[src/rtl/ps2_command_sender_pkg.sv]
// Shared PS/2 definitions for the host-side blocks.
//   ps2_tx_state_t  : transmitter FSM states (IDLE..RELEASE, 3 bits)
//   PS2_*_DEFAULT   : default timing constants for a 50 MHz clock
//   PS2_CMD_*       : common host command bytes and the device ACK byte
//   ps2_odd_parity  : parity bit that makes data+parity hold an odd count of ones
package ps2_command_sender_pkg;

  typedef enum logic [2:0] {
    ST_IDLE    = 3'd0,
    ST_INHIBIT = 3'd1,
    ST_START   = 3'd2,
    ST_TX      = 3'd3,
    ST_ACK     = 3'd4,
    ST_RELEASE = 3'd5
  } ps2_tx_state_t;

  localparam int PS2_CLK_INHIBIT_DEFAULT  = 5500;    // 110 us at 50 MHz
  localparam int PS2_DEVICE_TIMEOUT_DEFAULT = 100000; // 2 ms at 50 MHz

  localparam logic [7:0] PS2_CMD_SET_LEDS = 8'hED;
  localparam logic [7:0] PS2_CMD_ENABLE   = 8'hF4;
  localparam logic [7:0] PS2_CMD_RESET    = 8'hFF;
  localparam logic [7:0] PS2_ACK          = 8'hFA;

  function automatic logic ps2_odd_parity(input logic [7:0] data);
    return ~^data;
  endfunction

endpackage

[src/rtl/ps2_command_sender_line_sync.sv]
// ps2_line_sync: brings the raw PS/2 clock and data pins into the CLOCK_50
// domain and flags falling edges of the device clock.
//   CLOCK_50   in  : system clock, rising edge
//   reset_n    in  : synchronous active-low reset
//   ps2_clk_in in  : raw PS2_CLK pin level (asynchronous)
//   ps2_dat_in in  : raw PS2_DAT pin level (asynchronous)
//   clk_sync   out : synchronized clock line level
//   dat_sync   out : synchronized data line level
//   clk_fall   out : registered one-cycle pulse, 3 cycles after a pin falling edge
module ps2_line_sync
  import ps2_command_sender_pkg::*;
(
  input  logic CLOCK_50,
  input  logic reset_n,
  input  logic ps2_clk_in,
  input  logic ps2_dat_in,
  output logic clk_sync,
  output logic dat_sync,
  output logic clk_fall
);

  logic [1:0] clk_meta;
  logic [1:0] dat_meta;
  logic       clk_prev;

  // Reset to the idle (released, high) level so leaving reset never looks
  // like a falling edge.
  always_ff @(posedge CLOCK_50) begin
    if (!reset_n) begin
      clk_meta <= '1;
      dat_meta <= '1;
      clk_prev <= 1'b1;
      clk_fall <= 1'b0;
    end else begin
      clk_meta <= {clk_meta[0], ps2_clk_in};
      dat_meta <= {dat_meta[0], ps2_dat_in};
      clk_prev <= clk_meta[1];
      clk_fall <= clk_prev & ~clk_meta[1];
    end
  end

  assign clk_sync = clk_meta[1];
  assign dat_sync = dat_meta[1];

endmodule

[src/rtl/ps2_command_sender.sv]
// ps2_command_sender: host-to-device PS/2 transmitter. Inhibits the bus,
// issues the start bit, shifts out 8 data bits LSB first, odd parity and
// stop on device clock falling edges, then checks the device ACK.
//   CLOCK_50      in  : system clock, rising edge
//   reset_n       in  : synchronous active-low reset
//   send_command  in  : byte to send, sampled when send_en is accepted
//   send_en       in  : single-cycle request, accepted only in IDLE
//   ps2_clk_in    in  : raw PS2_CLK pin level
//   ps2_dat_in    in  : raw PS2_DAT pin level
//   ps2_clk_oe    out : 1 pulls PS2_CLK low
//   ps2_dat_oe    out : 1 pulls PS2_DAT low
//   busy          out : high from acceptance until return to IDLE
//   command_sent  out : pulse, ACK received and lines released
//   error_nack    out : pulse, ACK bit sampled high
//   error_timeout out : pulse, device stalled too long
module ps2_command_sender
  import ps2_command_sender_pkg::*;
#(
  parameter int CLK_INHIBIT_CYCLES = PS2_CLK_INHIBIT_DEFAULT,
  parameter int DEVICE_TIMEOUT     = PS2_DEVICE_TIMEOUT_DEFAULT
) (
  input  logic       CLOCK_50,
  input  logic       reset_n,
  input  logic [7:0] send_command,
  input  logic       send_en,
  input  logic       ps2_clk_in,
  input  logic       ps2_dat_in,
  output logic       ps2_clk_oe,
  output logic       ps2_dat_oe,
  output logic       busy,
  output logic       command_sent,
  output logic       error_nack,
  output logic       error_timeout
);

  localparam logic [31:0] INHIBIT_LAST = 32'(CLK_INHIBIT_CYCLES - 1);
  localparam logic [31:0] TIMEOUT_LAST = 32'(DEVICE_TIMEOUT - 1);

  ps2_tx_state_t state;
  logic [9:0]    shift;
  logic [3:0]    idx;
  logic [31:0]   cnt;
  logic          clk_sync;
  logic          dat_sync;
  logic          clk_fall;
  logic          timed_out;

  ps2_line_sync u_sync (
    .CLOCK_50   (CLOCK_50),
    .reset_n    (reset_n),
    .ps2_clk_in (ps2_clk_in),
    .ps2_dat_in (ps2_dat_in),
    .clk_sync   (clk_sync),
    .dat_sync   (dat_sync),
    .clk_fall   (clk_fall)
  );

  // The counter restarts on TX entry and on every device clock fall, so a
  // match here means DEVICE_TIMEOUT cycles have passed with no progress.
  assign timed_out = (cnt == TIMEOUT_LAST);

  always_ff @(posedge CLOCK_50) begin
    if (!reset_n) begin
      state         <= ST_IDLE;
      shift         <= '0;
      idx           <= '0;
      cnt           <= '0;
      ps2_clk_oe    <= 1'b0;
      ps2_dat_oe    <= 1'b0;
      busy          <= 1'b0;
      command_sent  <= 1'b0;
      error_nack    <= 1'b0;
      error_timeout <= 1'b0;
    end else begin
      command_sent  <= 1'b0;
      error_nack    <= 1'b0;
      error_timeout <= 1'b0;
      unique case (state)
        ST_IDLE: begin
          ps2_clk_oe <= 1'b0;
          ps2_dat_oe <= 1'b0;
          if (send_en) begin
            shift      <= {1'b1, ps2_odd_parity(send_command), send_command};
            cnt        <= '0;
            busy       <= 1'b1;
            ps2_clk_oe <= 1'b1;
            state      <= ST_INHIBIT;
          end
        end
        ST_INHIBIT: begin
          // Start bit goes out on the same edge that leaves INHIBIT so that
          // START holds both lines low for exactly one cycle.
          if (cnt == INHIBIT_LAST) begin
            ps2_dat_oe <= 1'b1;
            state      <= ST_START;
          end else begin
            cnt <= cnt + 32'd1;
          end
        end
        ST_START: begin
          ps2_clk_oe <= 1'b0;
          cnt        <= '0;
          idx        <= '0;
          state      <= ST_TX;
        end
        ST_TX: begin
          if (clk_fall) begin
            cnt        <= '0;
            ps2_dat_oe <= ~shift[idx];
            idx        <= idx + 4'd1;
            if (idx == 4'd9) state <= ST_ACK;
          end else if (timed_out) begin
            error_timeout <= 1'b1;
            ps2_clk_oe    <= 1'b0;
            ps2_dat_oe    <= 1'b0;
            busy          <= 1'b0;
            state         <= ST_IDLE;
          end else begin
            cnt <= cnt + 32'd1;
          end
        end
        ST_ACK: begin
          if (clk_fall) begin
            cnt <= '0;
            if (!dat_sync) begin
              state <= ST_RELEASE;
            end else begin
              error_nack <= 1'b1;
              busy       <= 1'b0;
              state      <= ST_IDLE;
            end
          end else if (timed_out) begin
            error_timeout <= 1'b1;
            ps2_clk_oe    <= 1'b0;
            ps2_dat_oe    <= 1'b0;
            busy          <= 1'b0;
            state         <= ST_IDLE;
          end else begin
            cnt <= cnt + 32'd1;
          end
        end
        ST_RELEASE: begin
          if (clk_sync && dat_sync) begin
            command_sent <= 1'b1;
            busy         <= 1'b0;
            state        <= ST_IDLE;
          end else if (timed_out) begin
            error_timeout <= 1'b1;
            ps2_clk_oe    <= 1'b0;
            ps2_dat_oe    <= 1'b0;
            busy          <= 1'b0;
            state         <= ST_IDLE;
          end else begin
            cnt <= cnt + 32'd1;
          end
        end
        default: begin
          ps2_clk_oe <= 1'b0;
          ps2_dat_oe <= 1'b0;
          busy       <= 1'b0;
          state      <= ST_IDLE;
        end
      endcase
    end
  end

endmodule

[config.mk]
export PLATFORM = sky130hd
export DESIGN_NAME = ps2_command_sender
export DESIGN_NICKNAME = d
export VERILOG_FILES = /design/src/rtl/ps2_command_sender_pkg.sv /design/src/rtl/ps2_command_sender_line_sync.sv /design/src/rtl/ps2_command_sender.sv
export SDC_FILE = /design/constraint.sdc
export NUM_CORES = 1
export LEC_CHECK = 0
export ABC_AREA = 1
export CORE_MARGIN = 10
export CORE_UTILIZATION = 50
export CTS_CLUSTER_DIAMETER = 30
export DETAILED_ROUTE_END_ITERATION = 6
export PLACE_DENSITY_LB_ADDON = 0.08
export RECOVER_POWER = 25
export SETUP_SLACK_MARGIN = 0.5
export SLEW_MARGIN = 20
export SYNTH_ARGS = -nofsm -noshare
export SYNTH_HDL_FRONTEND = slang
export SYNTH_SLANG_ARGS = --single-unit
[constraint.sdc]
create_clock -name CLOCK_50 -period 2.1 [get_ports CLOCK_50]
set_input_delay 0.315 -clock CLOCK_50 [delete_from_list [all_inputs] [get_ports CLOCK_50]]
set_output_delay 0.315 -clock CLOCK_50 [all_outputs]
set_load 0.02 [all_outputs]
==> results of run 1 <==
==> power breakdown <==
part	leakage, nW	internal (mW)	total [mW]	switching [mW]
clock	0.101	0.602	1.07	0.468
sequential	0.513	1.23	1.28	0.0565
combinational	1.54	0.486	1.16	0.675
total	2.16	2.31	3.51	1.20
==> state kept, by name (all words and copies together) (netlist names) <==
register and cells:
error_nack 1, idx 4, u_sync.clk_fall 1, state 3
error_timeout 1, ps2_dat_oe 1, busy 1, cnt 32
command_sent 1, shift 10, u_sync.dat_meta 2, ps2_clk_oe 1
u_sync.clk_prev 1, u_sync.clk_meta 2
==> tightest hold or removal path, delay by kind of cell (launching register included) <==
kind / cells / cell delay (ps)
and+or+nand+nor: 1 / 40
DFF: 1 / 300
buffers and inverters: 1 / 40
==> cell usage after synthesis, types with 2 or more instances <==
library cell	instances	share of area
sky130_fd_sc_hd__nand3b_1	2	0.0040
sky130_fd_sc_hd__clkbuf_1	7	0.0070
sky130_fd_sc_hd__buf_4	3	0.0060
sky130_fd_sc_hd__dfxtp_1	61	0.32
sky130_fd_sc_hd__nor2_4	3	0.0089
sky130_fd_sc_hd__nand4_1	10	0.017
sky130_fd_sc_hd__nand2_1	158	0.16
sky130_fd_sc_hd__o21a_1	2	0.0040
sky130_fd_sc_hd__a21oi_1	62	0.082
sky130_fd_sc_hd__xor2_1	2	0.0046
sky130_fd_sc_hd__ha_1	3	0.0099
sky130_fd_sc_hd__buf_2	3	0.0040
sky130_fd_sc_hd__o21ai_0	25	0.033
sky130_fd_sc_hd__buf_6	3	0.0089
sky130_fd_sc_hd__nor2_2	4	0.0066
sky130_fd_sc_hd__inv_2	4	0.0040
sky130_fd_sc_hd__clkinv_1	2	0.0020
sky130_fd_sc_hd__xnor2_1	5	0.012
sky130_fd_sc_hd__nand3_2	3	0.0079
sky130_fd_sc_hd__inv_1	80	0.079
sky130_fd_sc_hd__or2_2	5	0.0083
sky130_fd_sc_hd__nor3_1	9	0.012
sky130_fd_sc_hd__o211ai_1	5	0.0099
sky130_fd_sc_hd__nor2_1	86	0.085
sky130_fd_sc_hd__nand3_1	55	0.073
==> logic make-up after synthesis <==
kind of cell	Yosys count	synth area share
compound gates	99	0.139
buf+inv	103	0.112
xor+xnor	7	0.0162
fa+ha+maj	3	0.00993
simple gates	342	0.400
flops	61	0.323
==> timing repair <==
action	CTS	global route
gates cloned	2	2
endpoints found under the setup margin	40	40
pin swaps	16	32
gates resized for setup	73	86
buffers inserted	18	11
==> cells in the final DEF (no fill, tap or decap), types with 12 or more instances in the layout <==
cell type,netlist,routed
sky130_fd_sc_hd__dfxtp_1,61,32
sky130_fd_sc_hd__a21oi_1,62,45
sky130_fd_sc_hd__clkdlybuf4s50_1,0,14
sky130_fd_sc_hd__nor2_4,3,15
sky130_fd_sc_hd__dfxtp_2,0,22
sky130_fd_sc_hd__buf_4,3,36
sky130_fd_sc_hd__o21ai_0,25,22
sky130_fd_sc_hd__nand2_1,158,141
sky130_fd_sc_hd__nand3_1,55,45
sky130_fd_sc_hd__inv_1,80,72
sky130_fd_sc_hd__nand2_2,1,12
sky130_fd_sc_hd__nor2_2,4,16
sky130_fd_sc_hd__a21oi_2,0,15
sky130_fd_sc_hd__nor2_1,86,63
==> cell type report <==
class / count / share of cell area
multi-input cells: 453 / 0.494
flip-flops and latches: 61 / 0.246
repair buffers: 69 / 0.131
inverters: 86 / 0.0666
clock buffers: 11 / 0.0292
well taps: 99 / 0.0239
clock inverters: 4 / 0.00917
==> metal layers <==
metal / track usage / wire, um / share of wire / up-vias
li1: - / - / - / 2104
met2: 0.298 / 5420 / 0.46 / 183
met5: 0 / 0 / 0 / -
met4: 0.0735 / 310 / 0.027 / 0
met3: 0.0443 / 824 / 0.071 / 37
met1: 0.247 / 5140 / 0.44 / 1932
==> how the worst min path moves through the flow <==
stage,startpoint,end,slack (ps),cells after the start
2_1_floorplan,u_sync.clk_prev,u_sync.clk_fall,390,2
3_3_place_gp,u_sync.clk_prev,u_sync.clk_fall,400,2
3_5_place_dp,u_sync.dat_meta[0],u_sync.dat_meta[1],400,1
4_1_cts,u_sync.clk_prev,u_sync.clk_fall,410,2
5_1_grt,u_sync.clk_meta[0],u_sync.clk_meta[1],440,1
6_report,u_sync.clk_prev,u_sync.clk_fall,410,2
==> flow_summary.rst, run 1 <==
.. list-table::
   :header-rows: 1

   * - Metric
     - Value
   * - Mean instance size in the synthesized netlist
     - 6.15 sq um
   * - Layout Cell Area excl Fill
     - 5180 sq um
   * - Worst setup path category
     - flop to flop
   * - Core Rows
     - 31
   * - Last weighted congestion value of the routability-driven placer
     - 0.903
   * - Maximum vdd drop
     - 355 uV
   * - Highest cell delay on the worst timing path
     - 440 ps
   * - Largest net degree at the start of global routing
     - 27
   * - Core utilization of the finished layout
     - 0.711
   * - Height of the chip
     - 107 um
   * - Area of the core
     - 7290 sq um
   * - Endpoint arrival time on the critical path
     - 2010 ps
   * - Insertion delay of the later-clocked pin in the worst-skew pair
     - 350 ps
   * - Sum of negative setup slack
     - 0 ps
   * - Wire length of the first global-routing pass
     - 18100 um
   * - Final slew viol count
     - 0
   * - Worst R2R Start
     - cnt[16]
   * - Proportion of synthesized chip area in sequential cells
     - 0.323
   * - Total number of H-tree levels
     - 3
   * - Storage element area
     - 1270 sq um
   * - Crit path buffers/inverters
     - 2
   * - Fraction of layout instances using a drive strength above 1
     - 0.289
   * - Kind of launch point of the worst setup path
     - flop
   * - Count of hold buffers inserted by post-cts repair
     - 0
   * - Endpoint of the most critical register-to-register path
     - ps2_dat_oe
   * - Cell with the most instances on the worst path
     - sky130_fd_sc_hd__nand2_1
   * - Initial standard-cell utilization of the core
     - 0.518
   * - Worst Setup End Kind
     - flop
   * - Vias post-DR
     - 4256
   * - Final critical delay including setup and external delays
     - 1820 ps
   * - Outcome
     - completed
   * - Antenna violations before repair
     - 0
   * - Hold Vio Cnt, Final
     - 0
   * - Post-layout nets
     - 696
   * - Initial DRT Pass Iterations
     - 5
   * - Pwr per Cell Area
     - 678 nW/um^2
   * - Area growth, synth to finish
     - 37.1%
   * - Slowest cell on the critical path
     - sky130_fd_sc_hd__dfxtp_2
   * - Multi-input gate area
     - 2560 sq um
   * - Wire length per cell after detailed routing
     - 14.9 um
   * - CTS tree
     - built
   * - Maximum net fanout on the critical path
     - 8
   * - Post-route total power
     - 3.51 mW
   * - Number of top-level pins
     - 19
   * - Placement Cell Area
     - 4180 sq um
   * - Fraction of the cycle the final worst path needs
     - 0.865
   * - Average vias per placed instance
     - 5.44
   * - Number of port buffers
     - 18
   * - Synthesized instance count
     - 615
   * - Detailed placer's ending HPWL
     - 7360 um
   * - Clock-pin slew on the worst setup and hold paths
     - 70 ps
   * - Peak Freq
     - 551 MHz
   * - Min setup slack post-route
     - 284 ps
   * - # diodes
     - 0
   * - WP depth
     - 11
   * - Max-capacitance violation count
     - 0
   * - Launching instance or port of the critical path
     - cnt[16]
   * - Post-Synthesis Cell Area
     - 3780 sq um
   * - Reg-to-reg setup timing slack
     - 280 ps
   * - Fraction of synthesis flops using an asynchronous set or reset pin
     - 0
   * - Number of DRC violations after detailed-routing iteration 0
     - 335
   * - Flop and latch count out of synthesis
     - 61
   * - Worst-case setup slack after placement
     - 127 ps
   * - Syn Nets
     - 631
   * - Number of flops mapped to enable cells by yosys
     - 0
   * - Worst hold path class
     - flop to flop
   * - DP Cell Count
     - 735
   * - Total clock buffers created by CTS
     - 9
   * - Total overflow reported by the global router
     - 0
   * - Count of nets left with antenna violations after detail routing
     - 0
   * - Total Routed Length
     - 11700 um
   * - Clock Root Buffer
     - sky130_fd_sc_hd__clkbuf_8
   * - Chip Width
     - 107 um
   * - RSZ-0062 raised after global routing
     - yes
   * - Required time of the worst setup path
     - 2290 ps
   * - Final hold slack
     - 409 ps
   * - Final setup vio count
     - 0
   * - Slew of the pin with the lowest slew margin
     - 968 ps
   * - Worst reg2reg path depth
     - 11
   * - Post-layout instance count excluding filler cells
     - 783
   * - Residual DRC
     - 0
   * - Clock buffer depth
     - 2
   * - Critical path's top delay family
     - simple AND/OR/NAND/NOR gates
   * - Worst max-slew margin expressed relative to the limit
     - 0.354
   * - Worst setup skew after layout
     - 9.19 ps
   * - Via count of the first global-routing pass
     - 3790
   * - Yosys Warn Count
     - 0
   * - Die area
     - 11400 sq um
   * - Dominant register cell in the synthesized netlist
     - sky130_fd_sc_hd__dfxtp_1
   * - Crit-path cells
     - nand2_1, nor2_1, nand2_1, nor2_4, buf_12, buf_12, nand2_4, a21oi_1, nand2_1, nand2_1, a21oi_1
   * - Total Routing Usage GR
     - 0.190
   * - Number of clock sinks
     - 61
   * - Final-layout fill cell count
     - 629
   * - Destination of the critical timing path
     - ps2_dat_oe
   * - Leakage
     - 2.16 nW
   * - Number of unique standard cell types used by synthesis
     - 38
No activity file was read; power rests on OpenSTA's default activity.
==> run 2, diff against run 1 <==
--- a/constraint.sdc
+++ b/constraint.sdc
@@ -3,2 +3,2 @@
 set_output_delay 0.315 -clock CLOCK_50 [all_outputs]
-set_load 0.02 [all_outputs]
+set_load 0.01 [all_outputs]
==> run 2 against run 1 <==
  * Global-route usage unchanged
  * Die area unchanged
  * Clock-buffer cell count unchanged
  * Flip-flop and latch count unchanged
  * Register-to-register slack improved by 20 ps
  * Final cell count unchanged
  * Sequential power about the same
  * Worst hold slack got worse by 1.2 ps
  * Clock skew increased by 0.64 ps
  * Critical path type unchanged
  * Critical endpoint is now cnt[1]
==> flow_summary.rst, run 2 (same netlist as run 1, synthesis figures left out) <==
.. list-table::
   :header-rows: 1

   * - Metric
     - Value
   * - Worst R2R Start
     - state[2]
   * - Maximum vdd drop
     - 356 uV (+0.15%)
   * - CTS tree
     - built
   * - Largest registers
     - cnt: 32 flops, shift: 10 flops, idx: 4 flops
   * - Placement Cell Area
     - 4180 sq um (unchanged)
   * - Final critical delay including setup and external delays
     - 1800 ps (-17.9 ps)
   * - Total number of H-tree levels
     - 3 (unchanged)
   * - Post-layout nets
     - 696 (unchanged)
   * - Number of DRC violations after detailed-routing iteration 0
     - 341 (+1.8%)
   * - Worst setup path category
     - flop to flop
   * - Layout Cell Area excl Fill
     - 5190 sq um (+0.17%)
   * - Total clock buffers created by CTS
     - 9 (unchanged)
   * - Core Rows
     - 31 (unchanged)
   * - Worst setup skew after layout
     - 9.83 ps (+0.639 ps)
   * - Clock network power share
     - 0.304 (about the same)
   * - Worst max-slew margin expressed relative to the limit
     - 0.350 (-0.00395)
   * - Antenna violations before repair
     - 0 (unchanged)
   * - Insertion delay of the later-clocked pin in the worst-skew pair
     - 340 ps (about the same)
   * - Maximum net fanout on the critical path
     - 8 (unchanged)
   * - Slew of the pin with the lowest slew margin
     - 974 ps (+5.93 ps)
   * - Residual DRC
     - 0 (unchanged)
   * - Reg with most FFs
     - cnt
   * - Total Routed Length
     - 11700 um (about the same)
   * - Vias post-DR
     - 4245 (-0.26%)
   * - WP depth
     - 9 (-2)
   * - Crit path buffers/inverters
     - 2 (unchanged)
   * - Area growth, synth to finish
     - 37.3%
   * - # diodes
     - 0 (unchanged)
   * - Final-layout fill cell count
     - 625 (-0.64%)
   * - Sum of negative setup slack
     - 0 ps (unchanged)
   * - Destination of the critical timing path
     - cnt[1]
   * - Fraction of layout instances using a drive strength above 1
     - 0.289 (unchanged)
   * - Number of top-level pins
     - 19 (unchanged)
   * - Detailed placer's ending HPWL
     - 7360 um (unchanged)
   * - Final hold slack
     - 408 ps (-1.24 ps)
   * - Required time of the worst setup path
     - 2280 ps (about the same)
   * - Total overflow reported by the global router
     - 0 (unchanged)
   * - Endpoint of the most critical register-to-register path
     - cnt[1]
   * - Relative contribution of combinational cells to total power
     - 0.330 (about the same)
   * - Hold Vio Cnt, Final
     - 0 (unchanged)
   * - Net Switching
     - 1.18 mW (-1.2%)
   * - Max-capacitance violation count
     - 0 (unchanged)
   * - Slowest cell on the critical path
     - sky130_fd_sc_hd__dfxtp_4
   * - RSZ-0062 raised after global routing
     - yes
   * - Worst hold path class
     - flop to flop
   * - Post-layout instance count excluding filler cells
     - 783 (unchanged)
   * - Wire length of the first global-routing pass
     - 18100 um (unchanged)
   * - Initial standard-cell utilization of the core
     - 0.518 (unchanged)
   * - Die area
     - 11400 sq um (unchanged)
   * - Pwr per Cell Area
     - 676 nW/um^2 (-0.31%)
   * - Leading cell types in the layout, fill and taps excluded
     - 141 x sky130_fd_sc_hd__nand2_1, 72 x sky130_fd_sc_hd__inv_1, 63 x sky130_fd_sc_hd__nor2_1
   * - Largest net degree at the start of global routing
     - 27 (unchanged)
   * - Last weighted congestion value of the routability-driven placer
     - 0.903 (unchanged)
   * - Average vias per placed instance
     - 5.42 (-0.26%)
   * - Final slew viol count
     - 0 (unchanged)
   * - Leakage
     - 2.15 nW (-0.27%)
   * - Final setup vio count
     - 0 (unchanged)
   * - Clock-pin slew on the worst setup and hold paths
     - 70 ps (about the same)
   * - Switching Share
     - 0.338 (-0.00375)
   * - Worst reg2reg path depth
     - 9 (-2)
   * - Reg-to-reg setup timing slack
     - 300 ps (+20 ps)
   * - Wire length per cell after detailed routing
     - 14.9 um (about the same)
   * - Crit-path cells
     - nand3_4, nor2_4, nor3_4, nand2_8, buf_12, nor2_4, inv_2, nand2_1, a21oi_1
   * - Count of nets left with antenna violations after detail routing
     - 0 (unchanged)
   * - Most common cell after layout, fill and taps aside
     - sky130_fd_sc_hd__nand2_1
   * - Clock Root Buffer
     - sky130_fd_sc_hd__clkbuf_8
   * - Outcome
     - completed
   * - Peak Freq
     - 556 MHz (+1.0%)
   * - Reg power frac
     - 0.366 (about the same)
   * - Total Routing Usage GR
     - 0.190 (unchanged)
   * - Kind of launch point of the worst setup path
     - flop
   * - Critical path's top delay family
     - simple AND/OR/NAND/NOR gates
   * - DP Cell Count
     - 735 (unchanged)
   * - Height of the chip
     - 107 um (unchanged)
   * - Worst Setup End Kind
     - flop
   * - Number of flip-flops under the largest register name
     - 32 (unchanged)
   * - Initial DRT Pass Iterations
     - 5 (unchanged)
   * - Number of clock sinks
     - 61 (unchanged)
   * - Highest cell delay on the worst timing path
     - 400 ps (-40 ps)
   * - Area of the core
     - 7290 sq um (unchanged)
   * - Launching instance or port of the critical path
     - state[2]
   * - Cell with the most instances on the worst path
     - sky130_fd_sc_hd__nor2_4
   * - Endpoint arrival time on the critical path
     - 1980 ps (-30 ps)
   * - Chip Width
     - 107 um (unchanged)
   * - Number of port buffers
     - 18 (unchanged)
   * - Internal power consumption
     - 2.32 mW (+0.42%)
   * - Via count of the first global-routing pass
     - 3790 (unchanged)
   * - Fraction of the cycle the final worst path needs
     - 0.856 (-0.00852)
   * - Clock buffer depth
     - 2 (unchanged)
   * - Count of hold buffers inserted by post-cts repair
     - 0 (unchanged)
[run 2: cell count changes in the layout (fill, tap and decap cells not counted)]
cell | before | now
sky130_fd_sc_hd__clkbuf_1 | 3 | 2
sky130_fd_sc_hd__dlygate4sd2_1 | 2 | 0
sky130_fd_sc_hd__clkdlybuf4s50_1 | 14 | 15
sky130_fd_sc_hd__clkdlybuf4s25_1 | 0 | 2
[run 2: per-layer routing]
layer / up-vias / part of all wire / track usage
met5: - / 0 / 0
met4: 0 / 0.023 / 0.0735
met3: 25 / 0.063 / 0.0443
met2: 166 / 0.47 / 0.298
met1: 1947 / 0.45 / 0.247
li1: 2107 / - / -
[run 2: worst register-to-register path: stages (launching register included)]
cell and delay, ps:
sky130_fd_sc_hd__dfxtp_4 400, sky130_fd_sc_hd__nand3_4 140, sky130_fd_sc_hd__nor2_4 60, sky130_fd_sc_hd__nor3_4 310, sky130_fd_sc_hd__nand2_8 140, sky130_fd_sc_hd__buf_12 160, sky130_fd_sc_hd__nor2_4 210, sky130_fd_sc_hd__inv_2 100
sky130_fd_sc_hd__nand2_1 70, sky130_fd_sc_hd__a21oi_1 50
[run 2: cell type report]
cell class                 count  area, sq um  area share
clock buffer                  11          151      0.0292
sequential                    61         1270       0.246
multi-input combinational    453         2560       0.493
inverter                      86          345      0.0665
timing repair buffer          69          688       0.133
clock inverter                 4         47.5     0.00916
tap                           99          124      0.0239
[run 2: worst min path at each step]
stage	start	to	slack, ps	cells past startpoint
finish	u_sync.clk_prev	u_sync.clk_fall	410	2
global route	u_sync.clk_meta[0]	u_sync.clk_meta[1]	440	1
CTS	u_sync.clk_prev	u_sync.clk_fall	410	2
detailed placement	u_sync.dat_meta[0]	u_sync.dat_meta[1]	400	1
global placement	u_sync.clk_prev	u_sync.clk_fall	400	2
floorplan	u_sync.clk_prev	u_sync.clk_fall	390	2
[run 2: repair_timing]
item	in CTS	in global routing
pin swaps	16	32
gates resized for setup	71	87
setup endpoints to repair	38	41
gates cloned	2	2
buffers inserted	18	11
[run 2: power groups by stage]
stage / Combinational [mW] / Clock, mW / Sequential, mW
2_1_floorplan: 0.599 / 0 / 1.29
3_3_place_gp: 0.865 / 0 / 1.30
3_5_place_dp: 0.870 / 0 / 1.30
4_1_cts: 0.998 / 1.08 / 1.28
5_1_grt: 1.24 / 1.15 / 1.29
6_report: 1.16 / 1.07 / 1.28
[run 2: metrics by stage]
step,setup WS [ps],utilization,total power [mW]
after floorplan,509,-,1.89
after global routing,235,0.712,3.69
after global placement,182,0.573,2.17
after detailed placement,127,0.573,2.17
after CTS,397,0.657,3.36
final,302,0.712,3.51
